[src/rtl/lsu_mem_ctrl.sv]
// Load/store front-end for a 256 x 32-bit data memory.
// Takes one byte-addressed load/store per valid/ready handshake, issues a
// single masked memory access, aligns and extends load data, and returns one
// response per request. Misaligned and illegal-size requests never reach memory.
module lsu_mem_ctrl (
    input  logic        clk,
    input  logic        rst_n,
    input  logic        req_valid,
    output logic        req_ready,
    input  logic        req_we,
    input  logic [9:0]  req_addr,
    input  logic [1:0]  req_size,
    input  logic        req_unsigned,
    input  logic [31:0] req_wdata,
    output logic        resp_valid,
    input  logic        resp_ready,
    output logic [31:0] resp_rdata,
    output logic        resp_err,
    output logic        mem_cen,
    output logic        mem_wen,
    output logic [31:0] mem_bwen,
    output logic [7:0]  mem_a,
    output logic [31:0] mem_d,
    input  logic [31:0] mem_q
);

    typedef enum logic [1:0] {IDLE, ISSUE, CAPTURE, RESP} state_t;

    state_t      state, state_nxt;
    logic        accept;

    // Request fields captured at accept
    logic        we_p0;
    logic [1:0]  size_p0;
    logic        uns_p0;
    logic [1:0]  off_p0;
    logic [31:0] bwen_p0;

    // Illegal size, or half/word not naturally aligned
    function automatic logic req_bad(input logic [1:0] size, input logic [1:0] off);
        case (size)
            2'b00:   req_bad = 1'b0;
            2'b01:   req_bad = off[0];
            2'b10:   req_bad = (off != 2'b00);
            default: req_bad = 1'b1;
        endcase
    endfunction

    // Active-low per-bit write mask: zeros over the lanes being stored
    function automatic logic [31:0] lane_mask(input logic [1:0] size, input logic [1:0] off);
        case (size)
            2'b00:   lane_mask = ~(32'h0000_00FF << {off, 3'b000});
            2'b01:   lane_mask = ~(32'h0000_FFFF << {off[1], 4'b0000});
            default: lane_mask = 32'h0000_0000;
        endcase
    endfunction

    // Right-aligned store data replicated across every lane of its size
    function automatic logic [31:0] store_data(input logic [1:0] size, input logic [31:0] wdata);
        case (size)
            2'b00:   store_data = {4{wdata[7:0]}};
            2'b01:   store_data = {2{wdata[15:0]}};
            default: store_data = wdata;
        endcase
    endfunction

    // Shift the addressed lane down to bit 0 and zero/sign-extend it
    function automatic logic [31:0] load_align(input logic [31:0] q, input logic [1:0] size,
                                               input logic [1:0] off, input logic uns);
        logic [31:0]        sh;
        logic signed [7:0]  b;
        logic signed [15:0] h;
        logic signed [31:0] ext;
        case (size)
            2'b00: begin
                sh  = q >> {off, 3'b000};
                b   = sh[7:0];
                ext = uns ? {24'h000000, sh[7:0]} : 32'(b);
            end
            2'b01: begin
                sh  = q >> {off[1], 4'b0000};
                h   = sh[15:0];
                ext = uns ? {16'h0000, sh[15:0]} : 32'(h);
            end
            default: begin
                sh  = q;
                b   = '0;
                h   = '0;
                ext = q;
            end
        endcase
        load_align = ext;
    endfunction

    assign accept = (state == IDLE) && req_valid && rst_n;

    // State register
    always_ff @(posedge clk) begin
        if (!rst_n) state <= IDLE;
        else        state <= state_nxt;
    end

    // Next-state, handshake ready and memory strobes; reset forces the strobes idle
    always_comb begin
        state_nxt = state;
        req_ready = 1'b0;
        mem_cen   = 1'b1;
        mem_wen   = 1'b1;
        mem_bwen  = 32'hFFFF_FFFF;
        case (state)
            IDLE: begin
                req_ready = 1'b1;
                if (req_valid)
                    state_nxt = req_bad(req_size, req_addr[1:0]) ? RESP : ISSUE;
            end
            ISSUE: begin
                mem_cen   = 1'b0;
                mem_wen   = ~we_p0;
                if (we_p0) mem_bwen = bwen_p0;
                state_nxt = we_p0 ? RESP : CAPTURE;
            end
            CAPTURE: state_nxt = RESP;
            RESP:    if (resp_ready) state_nxt = IDLE;
            default: state_nxt = IDLE;
        endcase
        if (!rst_n) begin
            req_ready = 1'b0;
            mem_cen   = 1'b1;
            mem_wen   = 1'b1;
            mem_bwen  = 32'hFFFF_FFFF;
        end
    end

    // Request capture at accept; these fields are only read in later states
    always_ff @(posedge clk) begin
        if (accept) begin
            we_p0   <= req_we;
            size_p0 <= req_size;
            uns_p0  <= req_unsigned;
            off_p0  <= req_addr[1:0];
            bwen_p0 <= lane_mask(req_size, req_addr[1:0]);
        end
    end

    // Memory address/data registers and the response registers
    always_ff @(posedge clk) begin
        if (!rst_n) begin
            resp_valid <= 1'b0;
            resp_err   <= 1'b0;
            resp_rdata <= 32'h0;
            mem_a      <= 8'h00;
            mem_d      <= 32'h0;
        end else begin
            case (state)
                IDLE: begin
                    if (req_valid) begin
                        if (req_bad(req_size, req_addr[1:0])) begin
                            resp_valid <= 1'b1;
                            resp_err   <= 1'b1;
                        end else begin
                            mem_a <= req_addr[9:2];
                            mem_d <= store_data(req_size, req_wdata);
                        end
                    end
                end
                ISSUE: if (we_p0) resp_valid <= 1'b1;
                CAPTURE: begin
                    resp_rdata <= load_align(mem_q, size_p0, off_p0, uns_p0);
                    resp_valid <= 1'b1;
                end
                RESP: begin
                    if (resp_ready) begin
                        resp_valid <= 1'b0;
                        resp_err   <= 1'b0;
                        resp_rdata <= 32'h0;
                    end
                end
                default: ;
            endcase
        end
    end

endmodule

[config.mk]
export PLATFORM = sky130hd
export DESIGN_NAME = lsu_mem_ctrl
export DESIGN_NICKNAME = d
export VERILOG_FILES = /design/src/rtl/lsu_mem_ctrl.sv
export SDC_FILE = /design/constraint.sdc
export NUM_CORES = 1
export LEC_CHECK = 0
export ABC_AREA = 1
export CORE_MARGIN = 3
export CORE_UTILIZATION = 39
export CTS_CLUSTER_DIAMETER = 150
export DETAILED_ROUTE_END_ITERATION = 12
export GPL_TIMING_DRIVEN = 0
export HOLD_SLACK_MARGIN = 0.1
export PLACE_DENSITY = 0.86
export SLEW_MARGIN = 20
export SYNTH_ARGS = -nofsm -noshare
export SYNTH_HDL_FRONTEND = slang
export SYNTH_SLANG_ARGS = --single-unit
[constraint.sdc]
create_clock -name clk -period 1.45 [get_ports clk]
set_input_delay 0.29 -clock clk [delete_from_list [all_inputs] [get_ports clk]]
set_output_delay 0.29 -clock clk [all_outputs]
set_load 0.1 [all_outputs]
==> metrics <==
CP endpoint kind primary output; CTS buffer count 9; worst min path class input pin to flip-flop; CP required 1.16 ns; Leak 3.499 nW; antenna violations before repair 0; Layout area overhead 66.54%; Max Root-Sink Buffers 2; Nets 959; WS Path Type flip-flop to primary output; Compound-Gate Fraction of Synth Area 13.15%; Achievable Freq 472.6 MHz; CP max stage delay 0.34 ns; status finished with violations; CTS tree yes; min Tclk post-route 2.116 ns; CTS sink count 86; reg2reg end resp_rdata[24]; # fillers 917; reg-to-reg slack, setup -0.12 ns; EDFF count, synth 10; Mapped Area 4453 sq um; measured slew at the worst slew-check pin 0.6053 ns; drt via density 4.862; maximum vdd drop 1.062 mV; largest family of logic cells by synthesized area simple AND/OR/NAND/NOR gates; DRT iter0 DRCs 357; vias in the first global route 4,746; I/O pins 191; clock network fraction of total power 15.9%; drt pass-1 iters 4; final hold slack 0.2201 ns; hold path cells 1; via count 4,945; failing checks setup timing; relative slew slack 59.65%; chip width 112.9 um; Sw Ratio 53.05%; Power per Cell Area 1812 nW/um^2; Most common cell on crit path buf_12; gpl congestion 0.9571; Top FF cell, synth dfxtp_1; first-pass GRT wire length 23.79 mm; Gate power share 60.2%; clk_lat worst skew 0.34 ns; fin worst setup slack -0.6659 ns; RSZ-0062 raised after global routing true; FF-to-FF path depth 9; Internal Dissipation 0.006308 W; max-slew violations 0; Endpoint, Worst Hold off_p0[0]; register bit total from synthesis 86; WP buf/inv 4; Post-DP HPWL 10.90 mm; commonest non-fill, non-tap cells in the layout nand2_1 (185), nor2_1 (112), clkdlybuf4s50_1 (76); Post-synth ARST share 0%; final hold vios 0; synth warn 0; final setup TNS -23.65 ns; Starting Density 40.54%; Final Skew 0.007180 ns; crit-path cells inv_2 -> ha_4 -> nand2_4 -> nor2_4 -> clkinvlp_4 -> or2_4 -> buf_12 -> buf_12; Critical-path top delay cell or2_4; mux contribution to synthesized area 0%; Worst-path clk slew 0.06 ns; commonest non-fill, non-tap cell in the layout nand2_1; antenna viol nets, final 0; Core ar. 10,980 sq um; number of H-tree levels 3; Synth Area in Adders 1.405%; max-cap violations 0; CP startpoint state[1]; WL per Instance 14.60 um; Clock Tree Root clkbuf_16; CP max FO 8; n_diodes 0; cell family with most CP delay buffers and inverters; fin crit share 145.9%; sequential power share 23.8%; hold wc startpoint req_addr[0]; layout cell share with drive strength beyond 1 29.19%; DRC Markers 0; Syn Inst Count 654; nature of the critical path startpoint flip-flop; Post-Synth Simple-Gate Area 32.99%; syn_nets 741; Avg Cell Area, Syn 6.809 sq um; largest net degree at the start of global routing 14; crit path DAT 1.83 ns; FF-to-FF Start state[0]; # setup viols final 80; Site Rows 38; buffers added on ports 189; Sw Pwr 0.007128 W; total routed wirelength 14.85 mm; Synth cell types 28; xor and xnor area share after synthesis 0%; GRT Total Usage 23.06%; Die Y 112.9 um; Overflow after GRT 0; Seq/Total Area, Yosys 40.91%; die area 12,740 sq um
[power by group through the flow]
stage          registers (W)  logic [W]  clock network (W)
3_5_place_dp         0.00327    0.00766                  0
4_1_cts              0.00320    0.00793            0.00217
3_3_place_gp         0.00325    0.00762                  0
2_1_floorplan        0.00640    0.00274                  0
6_report             0.00320    0.00809            0.00214
5_1_grt              0.00326    0.00854            0.00227
[layer usage]
metal  share of wire, %  wire length [um]  vias to the layer above  track usage, %
met5                  0                 0                        -               0
met4                1.9               275                        0           7.051
met3                 10              1546                       25           7.380
met1                 40              5946                     2213           27.77
li1                   -                 -                     2473               -
met2                 48              7079                      234           39.30
[cell usage after synthesis (2+ instances only)]
| cell type | count | share of area, % |
|---|---|---|
| a21oi_1 | 40 | 4.5 |
| a21oi_2 | 10 | 2.0 |
| buf_2 | 4 | 0.45 |
| buf_4 | 31 | 5.2 |
| clkbuf_1 | 21 | 1.8 |
| dfxtp_1 | 76 | 34 |
| edfxtp_1 | 10 | 6.7 |
| ha_1 | 5 | 1.4 |
| inv_1 | 31 | 2.6 |
| inv_2 | 5 | 0.42 |
| nand2_1 | 189 | 16 |
| nand2_2 | 12 | 1.7 |
| nand2_4 | 2 | 0.51 |
| nand3_1 | 26 | 2.9 |
| nor2_1 | 120 | 10 |
| nor2_2 | 2 | 0.28 |
| o211ai_1 | 3 | 0.51 |
| o21ai_0 | 37 | 4.2 |
| o21ai_1 | 18 | 2.0 |
| or2_1 | 4 | 0.56 |
[metrics by stage]
step	instance area (sq um)	utilization, %	worst slack, ns	total power (W)	std cells
after floorplan	4792	-	-0.8613	0.009140	654
after global placement	6859	62.45	-1.286	0.01087	983
after detailed placement	6859	62.45	-1.313	0.01093	983
after CTS	7322	66.67	-0.6941	0.01330	1014
after global routing	7416	67.52	-0.7437	0.01407	1017
final	7416	67.52	-0.6659	0.01344	1017
[cell families after synthesis]
logic type / after synthesis
and+or+nand+nor: 358
AOI/OAI and AO/OA: 108
buffers and inverters: 97
DFF: 86
adders and majority gates: 5
[worst max path at each step]
stage                         to  cells after the start  slack [ns]
global route        mem_bwen[15]                      8       -0.74
global placement    mem_bwen[12]                      7       -1.29
floorplan           mem_bwen[10]                      7       -0.86
detailed placement   mem_bwen[9]                      7       -1.31
CTS                  mem_bwen[9]                      8       -0.69
finish              mem_bwen[15]                      8       -0.67
[sequential cells by signal (all words and copies together), names as in the netlist]
register	cells
mem_d	32
resp_rdata	32
mem_a	8
bwen_p0	4
off_p0	2
size_p0	2
state	2
resp_err	1
resp_valid	1
uns_p0	1
we_p0	1
[layout make-up]
cell class / instances / area [sq um] / share of cell area, %
Timing Repair Buffer: 207 / 2032 / 27.40
Clock buffer: 13 / 250.2 / 3.374
Tap cell: 140 / 175.2 / 2.362
Multi-Input combinational cell: 471 / 2256 / 30.42
Clock inverter: 3 / 17.52 / 0.2362
Buffer: 59 / 694.4 / 9.364
Sequential cell: 86 / 1827 / 24.63
Inverter: 38 / 163.9 / 2.210
[timing repair]
action,CTS,global route
hold buffers,0,0
buffers inserted,16,3
pin swaps,9,0
resized for setup,718,31
setup endpoints to repair,189,124
Note: power is estimated with default switching activity, not from simulation.
==> variant, RTL diff (same settings) <==
Put one more register stage on the output `resp_err`, cleared by the reset. The value now appears one clock later. The other outputs are not delayed to match.
--- a/src/rtl/lsu_mem_ctrl.sv
+++ b/src/rtl/lsu_mem_ctrl.sv
@@ -25,6 +25,8 @@
 );
 
     typedef enum logic [1:0] {IDLE, ISSUE, CAPTURE, RESP} state_t;
+
+    logic resp_err_s0;
 
     state_t      state, state_nxt;
     logic        accept;
@@ -146,7 +148,7 @@
     always_ff @(posedge clk) begin
         if (!rst_n) begin
             resp_valid <= 1'b0;
-            resp_err   <= 1'b0;
+            resp_err_s0 <= 1'b0;
             resp_rdata <= 32'h0;
             mem_a      <= 8'h00;
             mem_d      <= 32'h0;
@@ -156,7 +158,7 @@
                     if (req_valid) begin
                         if (req_bad(req_size, req_addr[1:0])) begin
                             resp_valid <= 1'b1;
-                            resp_err   <= 1'b1;
+                            resp_err_s0 <= 1'b1;
                         end else begin
                             mem_a <= req_addr[9:2];
                             mem_d <= store_data(req_size, req_wdata);
@@ -171,7 +173,7 @@
                 RESP: begin
                     if (resp_ready) begin
                         resp_valid <= 1'b0;
-                        resp_err   <= 1'b0;
+                        resp_err_s0 <= 1'b0;
                         resp_rdata <= 32'h0;
                     end
                 end
@@ -180,5 +182,13 @@
         end
     end
 
+    always_ff @(posedge clk) begin
+        if (!rst_n) begin
+            resp_err <= '0;
+        end else begin
+            resp_err <= resp_err_s0;
+        end
+    end
+
 endmodule
 
Formal check against the unedited RTL: not equivalent (Yosys sat finds a counterexample within 4 cycles, from zero or initial values and one cycle with rst_n low).
==> variant against the original RTL <==
- first-iteration DRC count up 14%
- hold slack better by 0.094 ns
- clock power up 12%
- utilization up 13 points
- area after synthesis up 0.42%
- power up 22%
- the flow still finishes with violations (negative setup slack)
- routed wire length up 33%
- worst setup slack worse by 0.078 ns
- combinational power up 30%
- critical endpoint is now mem_bwen[12]
- register-to-register slack worse by 0.25 ns
- sequential cell count up 1
- highest routed layer unchanged
- final area up 20%
==> variant: results (changes against the original RTL) <==
Iteration-0 DRC Markers 406 (was 357); Largest regs mem_d x32, resp_rdata x32, mem_a x8 (unchanged); GRT Overall Usage 24.9% (was 23.1%); EDFF count, synth 10 (unchanged); Setup TNS Final -44.78 ns (was -23.65 ns); DR WL/cell 18.7 um (was 14.6 um); vias in the first global route 4968 (was 4746); CTS H-Tree Depth 3 (unchanged); routability cong. 0.935 (was 0.957); largest net degree at the start of global routing 16 (was 14); Max clock buf depth 2 (unchanged); R2R Setup Slk -0.37 ns (was -0.12 ns); P_leak 4.02 nW (was 3.50 nW); Syn Nets 739 (was 741); Area contributors post-synth dfxtp_1 (34%), nand2_1 (15%), nor2_1 (9.9%) (was dfxtp_1 (34%), nand2_1 (16%), nor2_1 (10%)); placed cells 981 (was 983); critical path fanouts, max 8 (unchanged); most frequent cells after synthesis nand2_1 (178), nor2_1 (118), dfxtp_1 (77) (was nand2_1 (189), nor2_1 (120), dfxtp_1 (76)); Vias/cell 5.36 (was 4.86); DP HPWL 11.2 mm (was 10.9 mm); TritonCTS Buffers 9 (unchanged); filler cell count in the final layout 622 (was 917); Worst Clk Skew 0.00838 ns (was 0.00718 ns); global-route wire length before repair 25.2 mm (was 23.8 mm); # setup viols final 121 (was 80); Int Power 7.87 mW (was 6.31 mW); Min Hold Slack 0.314 ns (was 0.220 ns); Clock transition at path regs approximately 0.070 ns; area of the multi-input gates 0.00287 mm^2 (was 0.00226 mm^2); layout net count 1000 (was 959); Synth Warn # 0 (unchanged); failing checks negative setup slack (unchanged); final worst slack -0.744 ns (was -0.666 ns); WP data arrival 1.90 ns (was 1.83 ns); I/O Buffers 189 (unchanged); layout cells sized above 1 45.0% (was 29.2%); post-synth cell types 28 (unchanged); post-synthesis sequential area ratio 41.2% (was 40.9%); status finished, violations left (unchanged); diodes inserted 0 (unchanged); initial antenna violation count 0 (unchanged); Hold WC Path Type primary input to register (unchanged); drt first pass iters 8 (was 4); Peak VDD IR 1190 uV (was 1060 uV); routed vias 5666 (was 4945); PD cells 1830 mW/mm^2 (was 1810 mW/mm^2); Slew @ Worst Pin 0.685 ns (was 0.605 ns); placed inst area 0.00688 mm^2 (was 0.00686 mm^2); root buf cell clkbuf_16 (unchanged); clock latency on the worst-skew pair approximately 0.35 ns; Cells after Synth 652 (was 654); pre-CTS WS -1.33 ns (was -1.31 ns)
[variant: power by group through the flow]
stage	registers, mW	clock network (mW)	logic [mW]
after floorplan	6.38	0	2.72
after global placement	3.28	0	7.53
after detailed placement	3.31	0	7.58
after CTS	3.24	2.40	8.23
after global routing	3.47	2.51	10.9
final	3.42	2.40	10.5
[variant: logic make-up after synthesis]
group,Yosys count,share of synthesized area [%]
AND/OR/NAND/NOR,343,31.7
AO/OA/AOI/OAI,116,14.2
buffers and inverters,101,11.5
flip-flops,87,41.2
adder cells (fa/ha/maj),5,1.40
[variant: path summary, 6_finish.rpt]
path	from	end	cells after the start
max	state[1]$_SDFFE_PN0P_	mem_bwen[12]	8
min	rst_n	mem_d[24]$_SDFFE_PN0P_	3
max reg2reg	state[0]$_SDFFE_PN0P_	resp_rdata[30]$_SDFFE_PN0P_	11
min reg2reg	resp_err_s0$_SDFFE_PN0P_	resp_err$_SDFF_PN0_	2
[variant: final cells by class]
cell class	instances	area share, %
flip-flops and latches	87	20.8
plain buffers	58	8.61
multi-input cells	464	32.2
clock buffers	10	2.57
well taps	140	1.97
inverters	42	2.61
clock inverters	6	0.773
repair buffers	251	30.5
[variant: layer usage]
metal	share of wire, %	GRT usage (%)	vias up
li1	-	-	2575
met1	35	28.6	2609
met2	49	43.1	388
met3	11	7.70	94
met4	4.9	9.78	0
met5	0	0	-
[variant: critical path, stage by stage, from the launching register on]
cell        delay [ns]
dfxtp_4           0.36
inv_4             0.07
ha_4              0.15
nand2_4           0.07
nor2_4            0.12
clkinvlp_4        0.13
or2_4             0.34
buf_12            0.16
buf_12            0.15
[variant: repair_timing]
| item | in CTS | in global routing |
|---|---|---|
| gates cloned | 3 | 10 |
| buffers inserted | 26 | 23 |
| pin swaps | 17 | 30 |
| gates resized for setup | 769 | 298 |
| setup endpoints to repair | 193 | 130 |
